$ cat config.mk
export PLATFORM = sky130hd
export DESIGN_NAME = clk_div_prog
export DESIGN_NICKNAME = d
export VERILOG_FILES = /design/src/rtl/clk_div_prog.sv
export SDC_FILE = /design/constraint.sdc
export NUM_CORES = 1
export LEC_CHECK = 0
export ABC_AREA = 0
export CAP_MARGIN = 20
export CORE_UTILIZATION = 50
export DETAILED_ROUTE_END_ITERATION = 8
export HOLD_SLACK_MARGIN = 0.08
export PLACE_DENSITY = 0.75
export SLEW_MARGIN = 20
export SYNTH_ARGS = -nofsm -noshare
export SYNTH_HDL_FRONTEND = slang
export SYNTH_SLANG_ARGS = --single-unit
$ cat constraint.sdc
create_clock -name clk -period 18.5 [get_ports clk]
set_input_delay 1.85 -clock clk [delete_from_list [all_inputs] [get_ports clk]]
set_output_delay 1.85 -clock clk [all_outputs]
set_load 0.01 [all_outputs]
$ cat src/rtl/clk_div_prog.sv
// Programmable multi-channel clock divider with shadowed period/high-time config.
// Outputs are registered (one edge after the inputs that cause them); config changes take effect only at period boundaries.
module clk_div_prog #(
    parameter int N_CH     = 2,
    parameter int CNT_W    = 16,
    parameter int DEF_DIV  = 128,
    parameter int DEF_HIGH = 64
) (
    input  logic                  clk,
    input  logic                  rst_n,
    input  logic [N_CH-1:0]       en,
    input  logic [N_CH*CNT_W-1:0] div,
    input  logic [N_CH*CNT_W-1:0] high,
    input  logic [N_CH-1:0]       load,
    input  logic                  sync,
    output logic [N_CH-1:0]       clk_out,
    output logic [N_CH-1:0]       tick,
    output logic [N_CH-1:0]       pending
);

    localparam logic [CNT_W-1:0] ONE    = CNT_W'(1);
    localparam logic [CNT_W-1:0] TWO    = CNT_W'(2);
    localparam logic [CNT_W-1:0] DEF_D  = CNT_W'(DEF_DIV);
    localparam logic [CNT_W-1:0] DEF_H  = CNT_W'(DEF_HIGH);

    for (genvar k = 0; k < N_CH; k++) begin : g_ch
        logic [CNT_W-1:0] cnt, act_div, act_high, sh_div, sh_high;
        logic             run, pend, clk_q, tick_q;
        logic [CNT_W-1:0] cnt_nxt, ad_nxt, ah_nxt, sd_nxt, sh_nxt;
        logic [CNT_W-1:0] per_cur, per_nxt, hi_nxt, div_k, high_k;
        logic             run_nxt, pend_nxt, wrap;

        assign div_k  = div[k*CNT_W +: CNT_W];
        assign high_k = high[k*CNT_W +: CNT_W];

        always_comb begin
            cnt_nxt  = cnt;
            run_nxt  = run;
            pend_nxt = pend;
            ad_nxt   = act_div;
            ah_nxt   = act_high;
            sd_nxt   = sh_div;
            sh_nxt   = sh_high;
            per_cur  = (act_div < TWO) ? TWO : act_div;
            wrap     = run && (cnt >= per_cur - ONE);

            if (!en[k]) begin
                cnt_nxt  = '0;
                run_nxt  = 1'b0;
                pend_nxt = 1'b0;
                if (pend) begin
                    ad_nxt = sh_div;
                    ah_nxt = sh_high;
                end
            end else if (sync && load[k]) begin
                // Fresh config bypasses the shadow and starts at the sync edge.
                cnt_nxt  = '0;
                run_nxt  = 1'b1;
                ad_nxt   = div_k;
                ah_nxt   = high_k;
                pend_nxt = 1'b0;
            end else begin
                run_nxt = 1'b1;
                if (sync || wrap || !run) begin
                    cnt_nxt  = '0;
                    pend_nxt = 1'b0;
                    if (pend) begin
                        ad_nxt = sh_div;
                        ah_nxt = sh_high;
                    end
                end else begin
                    cnt_nxt = cnt + ONE;
                end
            end

            // A load in a wrap cycle lands after the old shadow was consumed, so it stays pending.
            if (load[k]) begin
                sd_nxt = div_k;
                sh_nxt = high_k;
                if (!(en[k] && sync)) begin
                    pend_nxt = 1'b1;
                end
            end

            per_nxt = (ad_nxt < TWO) ? TWO : ad_nxt;
            hi_nxt  = (ah_nxt > per_nxt - ONE) ? (per_nxt - ONE) : ah_nxt;
        end

        always_ff @(posedge clk or negedge rst_n) begin
            if (!rst_n) begin
                cnt      <= '0;
                run      <= 1'b0;
                pend     <= 1'b0;
                act_div  <= DEF_D;
                act_high <= DEF_H;
                sh_div   <= DEF_D;
                sh_high  <= DEF_H;
                clk_q    <= 1'b0;
                tick_q   <= 1'b0;
            end else begin
                cnt      <= cnt_nxt;
                run      <= run_nxt;
                pend     <= pend_nxt;
                act_div  <= ad_nxt;
                act_high <= ah_nxt;
                sh_div   <= sd_nxt;
                sh_high  <= sh_nxt;
                clk_q    <= run_nxt && (cnt_nxt < hi_nxt);
                tick_q   <= run_nxt && (cnt_nxt == '0);
            end
        end

        assign clk_out[k] = clk_q;
        assign tick[k]    = tick_q;
        assign pending[k] = pend;
    end

endmodule

# Yosys cells after proc, flatten, opt, wreduce, memory -nomap -nowiden

Index checks and enable logic that the tools add are counted.

Add/subtract/negate cells: 6
Magnitude comparators: 10
Mux-type cells: 40
Reductions and logical operators: 18

Operator list:

| kind                                                                   | count |
|---|---|
| 16-bit 2-to-1 mux                                                      | 28 |
| 16-bit by 2-bit < comparator with 1-bit output (second input constant) | 4 |
| 16-bit by 1-bit subtractor with 16-bit output (second input constant)  | 4 |
| 16-bit by 1-bit adder with 16-bit output (second input constant)       | 2 |
| 16-bit >= comparator                                                   | 2 |
| 16-bit > comparator                                                    | 2 |
| 16-bit logical NOT                                                     | 2 |
| 16-bit < comparator                                                    | 2 |
| 1-bit 2-to-1 mux                                                       | 12 |
| 1-bit logical AND                                                      | 10 |
| 1-bit logical OR                                                       | 4 |
| 1-bit logical NOT                                                      | 2 |

Register bits after elaboration: 168
Input port bits: 71
Output and inout bits: 6

# Longest topological paths before layout

Gate-level depths: netlist of the first run.

Depth after elaboration: 17
Depth in mapped cells: 50

# Worst setup path before layout of the first run

OpenSTA, ideal clock, no wires.

Path kind: register to register
From: reg g_ch[0].act_div[10]
To: reg g_ch[0].clk_q
Library setup time: 94 ps
Arrival time: 8,810 ps
Data required time: 18,406 ps
Setup slack: 9,596 ps
Stages on the path, launching flop included: 49
Path buffers: 4
Cell sequence: dfrtp_1 -> or3_1 -> nor4_1 -> and4_1 -> nand2b_1 -> ha_1 -> nand2b_1 -> nor3_1 -> nand2_1 -> nor2_1 -> xnor2_1 -> ha_1 -> and2_1 -> a221oi_2 -> o21ai_2 -> a211o_1 -> and2_1 -> buf_6 -> (+13 left out) -> a211o_1 -> a21o_1 -> a21o_1 -> a21oi_1 -> nor3_1 -> o21a_1 -> clkbuf_1 -> clkbuf_1 -> a21o_1 -> ha_1 -> a21o_1 -> a21oi_1 -> nor2b_1 -> o21ai_0 -> nand2b_1 -> a21oi_1 -> o221ai_1 -> a221oi_2

Cells in the longest elaborated chain, start to end: 17
Elaborated cells between the ends (all ways): 24
Classes of those cells: 2 x add/sub; 5 x order compare; 13 x mux; 4 x reduce/logical

Ends and longest elaborated chain:

| what                                              | RTL line | RTL |
|---|---|---|
| start: declaration                                | 27       | `logic [CNT_W-1:0] cnt, act_div, act_high, sh_div, sh_high;` |
| start signal: assignment                          | 104      | `act_div <= ad_nxt;` |
| 16-bit by 2-bit < comparator with 1-bit output    | 44       | `per_cur = (act_div < TWO) ? TWO : act_div;` |
| 16-bit 2-to-1 mux (*)                             | 44       |  |
| 16-bit by 1-bit subtractor with 16-bit output (*) | 45       | `wrap = run && (cnt >= per_cur - ONE);` |
| 16-bit >= comparator (*)                          | 45       |  |
| 1-bit logical AND (*)                             | 45       |  |
| 1-bit logical OR (*) (2 in a row)                 | 64       | `if (sync \|\| wrap \|\| !run) begin` |
| 16-bit 2-to-1 mux (*)                             | 64       |  |
| 16-bit 2-to-1 mux (*)                             | 55       | `end else if (sync && load[k]) begin` |
| 16-bit 2-to-1 mux (*)                             | 47       | `if (!en[k]) begin` |
| net g_ch[0].ad_nxt[12]                            | 29       | `logic [CNT_W-1:0] cnt_nxt, ad_nxt, ah_nxt, sd_nxt, sh_nxt;` |
| 16-bit by 2-bit < comparator with 1-bit output    | 85       | `per_nxt = (ad_nxt < TWO) ? TWO : ad_nxt;` |
| 16-bit 2-to-1 mux (*)                             | 85       |  |
| 16-bit by 1-bit subtractor with 16-bit output (*) | 86       | `hi_nxt = (ah_nxt > per_nxt - ONE) ? (per_nxt - ONE) : ah_nxt;` |
| 16-bit > comparator                               | 86       |  |
| 16-bit 2-to-1 mux (*)                             | 86       |  |
| 16-bit < comparator (*)                           | 108      | `clk_q <= run_nxt && (cnt_nxt < hi_nxt);` |
| 1-bit logical AND (*)                             | 108      |  |
| end signal: assignment                            | 108      |  |
| end: declaration                                  | 28       | `logic run, pend, clk_q, tick_q;` |

The timed path passes the listed nets; every way through them passes the cells marked *.
A chain may end at the register's enable or synchronous reset.

# Worst setup path after layout of the first run

From: reg g_ch[1].act_div[11]
To: reg g_ch[1].clk_q

Cells in the longest elaborated chain, start to end: 17
Elaborated cells between the ends (all ways): 24
Classes of those cells: 2 x add/sub; 5 x order compare; 13 x mux; 4 x reduce/logical

Ends and longest elaborated chain:

| what                                              | RTL line |
|---|---|
| start: declaration                                | 27 |
| start signal: assignment                          | 104 |
| 16-bit by 2-bit < comparator with 1-bit output    | 44 |
| 16-bit 2-to-1 mux (*)                             | 44 |
| 16-bit by 1-bit subtractor with 16-bit output (*) | 45 |
| 16-bit >= comparator (*)                          | 45 |
| 1-bit logical AND (*)                             | 45 |
| 1-bit logical OR (*) (2 in a row)                 | 64 |
| 16-bit 2-to-1 mux (*)                             | 64 |
| 16-bit 2-to-1 mux (*)                             | 55 |
| 16-bit 2-to-1 mux (*)                             | 47 |
| net g_ch[1].ad_nxt[13]                            | 29 |
| 16-bit by 2-bit < comparator with 1-bit output    | 85 |
| 16-bit 2-to-1 mux (*)                             | 85 |
| 16-bit by 1-bit subtractor with 16-bit output (*) | 86 |
| 16-bit > comparator                               | 86 |
| 16-bit 2-to-1 mux (*)                             | 86 |
| 16-bit < comparator (*)                           | 108 |
| 1-bit logical AND (*)                             | 108 |
| end signal: assignment                            | 108 |
| end: declaration                                  | 28 |

Marked as above.

==> qor.yml, run 1 <==
post_placement_cell_area_mm2: 0.0126
drt.antenna.violating_nets: 0
internal-power_uw: 775
timing.hold.worst.class: "register to register"
p_total_mw: 1.20
synth_top_cells_by_count: "dfrtp_1 (160), nor2_1 (129), ha_1 (100)"
yosys_warnings: 0
number_of_nets_in_the_layout: 1434
clk_pin_slew_ns: 0.07
placedCellCount: 1529
detail_route.first_pass.iterations: 5
clock_tree.root_cell: "clkbuf_16"
clock_power_share_pct: 30.5
setup.worst_path.end: "g_ch[1].clk_q"
pins_over_slew_limit: 0
drt-wirelength-per-cell_um: 20.1
cts_made_buffers: 17
n_antenna_cell: 0
timing.critical_path.from: "g_ch[1].act_div[11]"
reg2regPathDepth: 45
synth_sequential_area_ratio_pct: 36.3
first_global_vias: 9474
post_synth_mux_area_share_pct: 10.0
post-synth-top-count-cell: "dfrtp_1"
period_share_pct: 60.2
fin_worst_skew_ns: 0.0123
tritoncts: "done"
critPathMaxFanout: 31
drv_cap: 0
postSynth.topFlopCell: "dfrtp_1"
synth_nets: 1384
hold_slack_ns: 0.509
fmaxAchievable_mhz: 89.9
synth_enable_flop_cells: 0
synth-simple-area-share_pct: 16.1
wl_mm: 31.3
ctsResizeCount: 0
grt_first_pass_wirelength_mm: 50.2
total_switching_power_uw: 420
grt_start_max_net_pins: 94
drt_drc_violations_left: 0
max_slew.worst_pin.slew_ns: 0.975
die_area_mm2: 0.0239
row_count: 55
rr_endpoint: "g_ch[1].clk_q"
yosys_register_bits: 168
grt_use_total_pct: 26.8
cellPowerDensity_mw_per_mm2: 90.7
netlist_area_before_placement_mm2: 0.0116
io_pins: 77
setup_tns_ns: 0
placement.io_buffers: 76
synth-compound-area-share_pct: 18.0
worst_path_largest_cell_delay_ns: 0.79
cts.sink_count: 168
gp_congestion: 0.952
power.leakage_nw: 5.71
critical_path_class: "register to register"
synthCells: 1213
reg2reg_setup_slack_ns: 7.37
cts_buffer_depth: 2
detail_route.vias_per_cell: 6.23
arrival_ns: 11.48
endpoint_kind: "register"
critical_path_required_ns: 18.85
max_slew_margin_pct: 34.8
overflow: 0
mean_syn_cell_area_um2: 9.58
holdBufCountCts: 0
synth.distinct_cells: 79
number_of_antenna_violations_at_the_first_check_in_global_routing: 0
vdd.ir_drop.worst_uv: 50.8
synth_top_area_share_pct: 34.4
floorplan.die.width_um: 154
switching_share_pct: 35.2
areaGrowthSynthToFinish_pct: 13.5
finalInstanceArea_mm2: 0.0132
yosys.area_share.adder_pct: 10.8
rr_startpoint: "g_ch[1].act_div[11]"
grt_setup_unrepaired: "false"
status: "finished clean"
final.fill_count: 1946
clock_tree.htree_level_count: 4
setup_violations: 0
synth_xor_area_share_pct: 5.43
power.share.combinational_pct: 31.9
finalNonFillerCells: 1561
initial_utilization_pct: 51.2
worst_setup_slack_after_layout_ns: 7.37
yosys.area.top_type: "dfrtp_1"
crit_slowest_cell: "nand3_1"
layout.core_utilization_pct: 58.1
synth.top_cells.by_area: "dfrtp_1 (34%), ha_1 (11%), mux2_2 (6.3%)"
detailroute.via_count: 9732
place_ws_ns: 7.58
final-hold-violation-count: 0
power.share.sequential_pct: 37.6
cts_post_setup_buffers_inserted: 0
clk_latency_ns: 0.45
core_area_mm2: 0.0227
die_h_um: 154
drive_above_1_share_pct: 12.0
postSynth.asyncResetShare_pct: 100
fin_crit_ns: 11.13
synth_top_family_by_area: "compound AO/OA/AOI/OAI gates"
drtIter0Drc: 577
crit_path_start_kind: "register"
dp.final_hpwl_mm: 23.2
critical_path.most_common_cell: "ha_1"
## critical path, delay by kind of cell, from the launching register on
family / cells / cell delay, ns
AND/OR/NAND/NOR: 19 / 5.03
AO/OA/AOI/OAI: 16 / 3.25
adder cells (fa/ha/maj): 5 / 1.42
buffers and inverters: 3 / 0.48
flip-flops: 1 / 0.43
XOR/XNOR: 2 / 0.42
## kinds of logic (layout without fill, tap and decap cells)
kind of cell             after synthesis  count (layout)
adder cells (fa/ha/maj)              100             100
buffers and inverters                 96             159
flip-flops                           168             168
XOR/XNOR                              72              72
AND/OR/NAND/NOR                      377             377
AO/OA/AOI/OAI                        292             292
multiplexers                         108             108
## state kept, by name, summed over array words and instances (netlist names)
name           count
g_ch.cnt          32
g_ch.sh_div       32
g_ch.tick_q        2
g_ch.act_high     32
g_ch.act_div      32
g_ch.pend          2
g_ch.clk_q         2
g_ch.run           2
g_ch.sh_high      32
## layer usage
layer | routed length [um] | global-route usage [%] | up-vias
met5 | 0 | 0 | -
met4 | 1140 | 10.8 | 0
met3 | 1590 | 4.03 | 81
met2 | 14900 | 44.9 | 340
met1 | 13700 | 34.7 | 4702
li1 | - | - | 4609
## power groups by stage
stage	sequential [mW]	combinational, mW	clock, mW
final	0.450	0.381	0.365
after global routing	0.455	0.423	0.384
after CTS	0.448	0.378	0.369
after detailed placement	0.455	0.374	0
after global placement	0.453	0.366	0
after floorplan	0.441	0.276	0
## worst min-delay path by stage
| stage | endpoint | startpoint | depth (start not counted) |
|---|---|---|---|
| after floorplan | g_ch[0].sh_div[6] | g_ch[0].sh_div[6] | 1 |
| after global placement | g_ch[0].sh_div[6] | g_ch[0].sh_div[6] | 1 |
| after detailed placement | g_ch[1].sh_high[3] | g_ch[1].sh_high[3] | 1 |
| after CTS | g_ch[1].sh_high[13] | g_ch[1].sh_high[13] | 1 |
| after global routing | g_ch[1].sh_high[11] | g_ch[1].sh_high[11] | 1 |
| final | g_ch[1].sh_high[12] | g_ch[1].sh_high[12] | 1 |
## cell type report
cell class	count	area, um2	share of cell area [%]
multi-input combinational	949	7030	53.3
sequential	168	4210	32.0
timing repair buffer	88	851	6.45
clock buffer	20	457	3.46
tap	285	357	2.70
inverter	39	146	1.11
clock inverter	12	138	1.04
## cells in the final DEF, fill, tap and decap left out, drive strengths merged, types with 10 or more instances in the layout
cell type / synthesis / layout
a21o: 36 / 36
a21oi: 53 / 53
a22oi: 33 / 33
and2: 10 / 10
buf: 21 / 14
clkbuf: 36 / 20
clkdlybuf4s50: 0 / 74
dfrtp: 160 / 160
ha: 100 / 100
inv: 38 / 43
mux2: 65 / 65
mux2i: 43 / 43
nand2: 56 / 56
nand2b: 15 / 15
nand3: 32 / 32
nand4: 21 / 21
nor2: 129 / 129
nor2b: 15 / 15
nor3: 39 / 39
nor4: 20 / 20
o21ai: 38 / 38
o22ai: 41 / 41
or3: 10 / 10
xnor2: 46 / 46
xor2: 26 / 26
Power figures use the tool's default switching activity.
==> inputs of run 2 (changes only) <==
PLACE_DENSITY = 0.78   (was 0.75)
clock period = 9.4 ns   (was 18.5 ns; I/O delays follow)
==> qor.yml, run 2 (same netlist as run 1, synthesis figures left out) <==
status: "finished clean"
drt_drc_violations_left: 0
placement.io_buffers: 76
initial_utilization_pct: 51.2
final-hold-violation-count: 0
dp.final_hpwl_mm: 25.3
areaGrowthSynthToFinish_pct: 23.7
switching_share_pct: 35.9
clock_tree.htree_level_count: 4
max_slew_margin_pct: 38.8
critPathMaxFanout: 5
pins_over_slew_limit: 0
power.share.sequential_pct: 35.2
cts.sink_count: 168
first_global_vias: 10303
drt.antenna.violating_nets: 0
wl_mm: 34.3
io_pins: 77
power.leakage_nw: 6.26
crit_path_start_kind: "register"
drv_cap: 0
grt_first_pass_wirelength_mm: 54.1
gp_congestion: 1.02
reg2regPathDepth: 46
overflow: 0
crit_slowest_cell: "dfstp_2"
clk_latency_ns: 0.44
floorplan.die.width_um: 154
layout.core_utilization_pct: 63.3
clock_tree.root_cell: "clkbuf_16"
clock_power_share_pct: 28.4
most_common_library_cell_in_the_layout_ignoring_fill_and_taps: "dfrtp_1"
final.fill_count: 1775
critical_path_required_ns: 9.75
tritoncts: "done"
die_area_mm2: 0.0239
power.share.combinational_pct: 36.4
grt_start_max_net_pins: 98
timing.critical_path.from: "g_ch[1].act_div[7]"
number_of_nets_in_the_layout: 1526
core_area_mm2: 0.0227
period_share_pct: 95.9
p_total_mw: 2.50
grt_use_total_pct: 28.9
setup_violations: 0
drt-wirelength-per-cell_um: 20.7
cts_made_buffers: 17
drtIter0Drc: 641
rr_endpoint: "g_ch[1].clk_q"
vdd.ir_drop.worst_uv: 108
worst_path_largest_cell_delay_ns: 0.55
n_antenna_cell: 0
critical_path_class: "register to register"
cellPowerDensity_mw_per_mm2: 174
max_slew.worst_pin.slew_ns: 0.918
detail_route.first_pass.iterations: 5
fin_worst_skew_ns: 0.0116
detailroute.via_count: 10279
row_count: 55
die_h_um: 154
layout.cells.most_common_list: "dfrtp_1 (159), nor2_1 (124), buf_4 (101)"
fin_crit_ns: 9.02
holdBufCountCts: 0
internal-power_mw: 1.60
detail_route.vias_per_cell: 6.22
total_switching_power_uw: 898
reg2reg_setup_slack_ns: 0.38
rr_startpoint: "g_ch[1].act_div[7]"
setup.worst_path.end: "g_ch[1].clk_q"
drive_above_1_share_pct: 22.9
arrival_ns: 9.37
fmaxAchievable_mhz: 111
endpoint_kind: "register"
number_of_antenna_violations_at_the_first_check_in_global_routing: 0
clk_pin_slew_ns: 0.07
timing.hold.worst.class: "register to register"
cts_buffer_depth: 2
[run 2: changes by cell type in the layout (fill, tap and decap cells not counted), sizes merged]
cell           change
inv                +1
clkinv             +2
clkdlybuf4s50      +1
clkbuf             -3
buf               +91
[run 2: worst min-delay path by stage]
stage                            start                  to  cells after the start
global placement     g_ch[0].sh_div[6]   g_ch[0].sh_div[6]                      1
finish               g_ch[0].sh_div[6]   g_ch[0].sh_div[6]                      1
floorplan            g_ch[0].sh_div[6]   g_ch[0].sh_div[6]                      1
CTS                  g_ch[0].sh_div[6]   g_ch[0].sh_div[6]                      1
detailed placement   g_ch[0].sh_div[6]   g_ch[0].sh_div[6]                      1
global route        g_ch[1].sh_high[7]  g_ch[1].sh_high[7]                      1
[run 2: critical path, delay by kind of cell, from the launching register on]
family | cells | cell delay [ns]
xor+xnor | 2 | 0.41
compound gates | 16 | 3.03
buf+inv | 4 | 0.53
flops | 1 | 0.55
fa+ha+maj | 4 | 1.11
simple gates | 20 | 3.26
[run 2: metrics by stage]
| stage | setup WS [ns] | cells | setup TNS [ns] | instance area [um2] | hold slack (ns) |
|---|---|---|---|---|---|
| 2_1_floorplan | 0.496 | 1213 | 0 | 11600 | 0.474 |
| 3_3_place_gp | 0.0484 | 1610 | 0 | 13200 | 0.487 |
| 3_5_place_dp | -0.205 | 1610 | -0.308 | 13200 | 0.491 |
| 4_1_cts | 0.0523 | 1642 | 0 | 13800 | 0.506 |
| 5_1_grt | -0.146 | 1653 | -0.223 | 14400 | 0.517 |
| 6_report | 0.384 | 1653 | 0 | 14400 | 0.502 |
[run 2: power groups by stage]
stage	Clock [mW]	Combinational [mW]	Sequential, mW
5_1_grt	0.746	0.999	0.890
3_3_place_gp	0	0.801	0.880
6_report	0.709	0.911	0.880
2_1_floorplan	0	0.543	0.867
4_1_cts	0.721	0.843	0.871
3_5_place_dp	0	0.829	0.884
[run 2: layout make-up]
| cell class | count | area [um2] | area share, % |
|---|---|---|---|
| multi-input combinational | 949 | 7510 | 52.2 |
| inverter | 39 | 146 | 1.02 |
| sequential | 168 | 4220 | 29.3 |
| clock buffer | 17 | 425 | 2.96 |
| tap | 285 | 357 | 2.48 |
| timing repair buffer | 180 | 1560 | 10.8 |
| clock inverter | 15 | 164 | 1.14 |
[run 2: per-layer routing]
| layer | up-vias | routed length, um | track usage (%) | share of wire [%] |
|---|---|---|---|---|
| met2 | 324 | 17200 | 49.9 | 50 |
| met1 | 5071 | 14200 | 35.8 | 42 |
| met3 | 87 | 1630 | 4.48 | 4.7 |
| met4 | 0 | 1180 | 12.2 | 3.4 |
| met5 | - | 0 | 0 | 0 |
| li1 | 4797 | - | - | - |
[run 2: what timing repair did]
action,in CTS,in global routing
buffers inserted,0,11
setup endpoints to repair,2,2
resized for setup,11,90
pin swaps,1,36
==> RTL change (config.mk and constraints of run 2) <==
Make the reset (`rst_n`) synchronous in one clocked block.
--- a/src/rtl/clk_div_prog.sv
+++ b/src/rtl/clk_div_prog.sv
@@ -88,3 +88,3 @@
 
-        always_ff @(posedge clk or negedge rst_n) begin
+        always_ff @(posedge clk) begin
             if (!rst_n) begin
Behaviour: differs if rst_n is asserted again (counterexample within 4 cycles, from zero or initial values and one cycle with rst_n low); with rst_n held inactive, the same outputs for 4 cycles.
==> RTL change against run 2 <==
  * The flow now finishes with violations (DRC, setup timing)
  * Area after synthesis decreased by 2.3%
  * Synthesized cell count increased by 11%
  * First-iteration DRC count increased by 20%
  * Wire length decreased by 0.45%
  * Sequential share of layout area decreased by 5.4 points
  * Sequential power decreased by 12%
  * Largest power group is now sequential cells
  * Final area decreased by 2.0%
  * Sequential cell count unchanged
  * Total power decreased by 11%
  * Die area decreased by 2.3%
  * Clock skew increased by 0.0031 ns
  * Worst setup slack got worse by 0.49 ns
  * Critical path type unchanged
==> RTL change: results (changes against run 2) <==
| Metric | Value |
|---|---|
| Via Count | 10800 (was 10300) |
| Total Routing Usage GR | 28.8% (was 28.9%) |
| Status | finished, violations left (was completed) |
| Inverters | 31 (was 39) |
| Worst VDD drop | 0.100 mV (was 0.108 mV) |
| Signal buf overhead | 11.8% (was 10.8%) |
| Largest cells by area after synthesis | dfxtp_1 30%, ha_1 11%, mux2i_1 9.3%, nor2_1 6.5%, xnor2_1 3.5% (was dfrtp_1 34%, ha_1 11%, mux2_2 6.3%, nor2_1 4.2%, mux2i_1 3.7%) |
| Worst setup path startpoint | g_ch[0].act_div[7]$_SDFF_PN1_ (was g_ch[1].act_div[7]$_DFF_PN1_) |
| Drc violations | 3 (was 0) |
| Share of cells above drive strength 1 | 16.8% (was 22.9%) |
| Repair and plain buffers | 194 (was 180) |
| Clock skew after layout | 0.0147 ns (was 0.0116 ns) |
| Fin Setup TNS | -0.101 ns (was 0 ns) |
| Hpwl dp | 25.4 mm (was 25.3 mm) |
| Critical Path Max Stage Delay | 0.59 ns (was 0.55 ns) |
| Met3 WL | 1.82 mm (was 1.63 mm) |
| Setup violators final | 1 (was 0) |
| Worst Path Arrival | 9.87 ns (was 9.37 ns) |
| Iteration-0 DRC Markers | 767 (was 641) |
| Met2 wire len | 16.2 mm (was 17.2 mm) |
| Violated checks | DRC, setup timing |
| Mux contribution to synthesized area | 10.6% (was 10.0%) |
| Worst-Margin Slew | 0.811 ns (was 0.918 ns) |
| DRT Wirelength | 34.1 mm (was 34.3 mm) |
| Multi-input gate area | 8010 um^2 (was 7510 um^2) |
| Fin worst setup slack | -0.101 ns (was 0.384 ns) |
| P_leak | 5.89 nW (was 6.26 nW) |
| Met2 usage | 48.6% (was 49.9%) |
==> RTL change: worst paths after layout <==
path | cells past startpoint | endpoint | slack [ns]
worst max-delay path | 41 | g_ch[0].clk_q$_SDFF_PN0_ | -0.10
worst min-delay path | 2 | g_ch[0].sh_high[6]$_SDFFE_PN1P_ | 0.48
worst max register to register | 41 | g_ch[0].clk_q$_SDFF_PN0_ | -0.10
worst min register to register | 2 | g_ch[0].sh_high[6]$_SDFFE_PN1P_ | 0.48
==> RTL change: per-stage QoR <==
stage / worst slack, ns / instance area (um^2) / power, mW
global route: -0.463 / 14100 / 2.34
finish: -0.101 / 14100 / 2.23
floorplan: 0.106 / 11300 / 1.22
CTS: 0.00126 / 13500 / 2.15
detailed placement: -0.0859 / 12900 / 1.46
global placement: -0.00191 / 12900 / 1.44
==> RTL change: report_power, final <==
| part | leakage (nW) | switching (mW) | internal, mW |
|---|---|---|---|
| combinational | 4.23 | 0.409 | 0.352 |
| clock | 0.287 | 0.336 | 0.354 |
| sequential | 1.38 | 0.0279 | 0.750 |
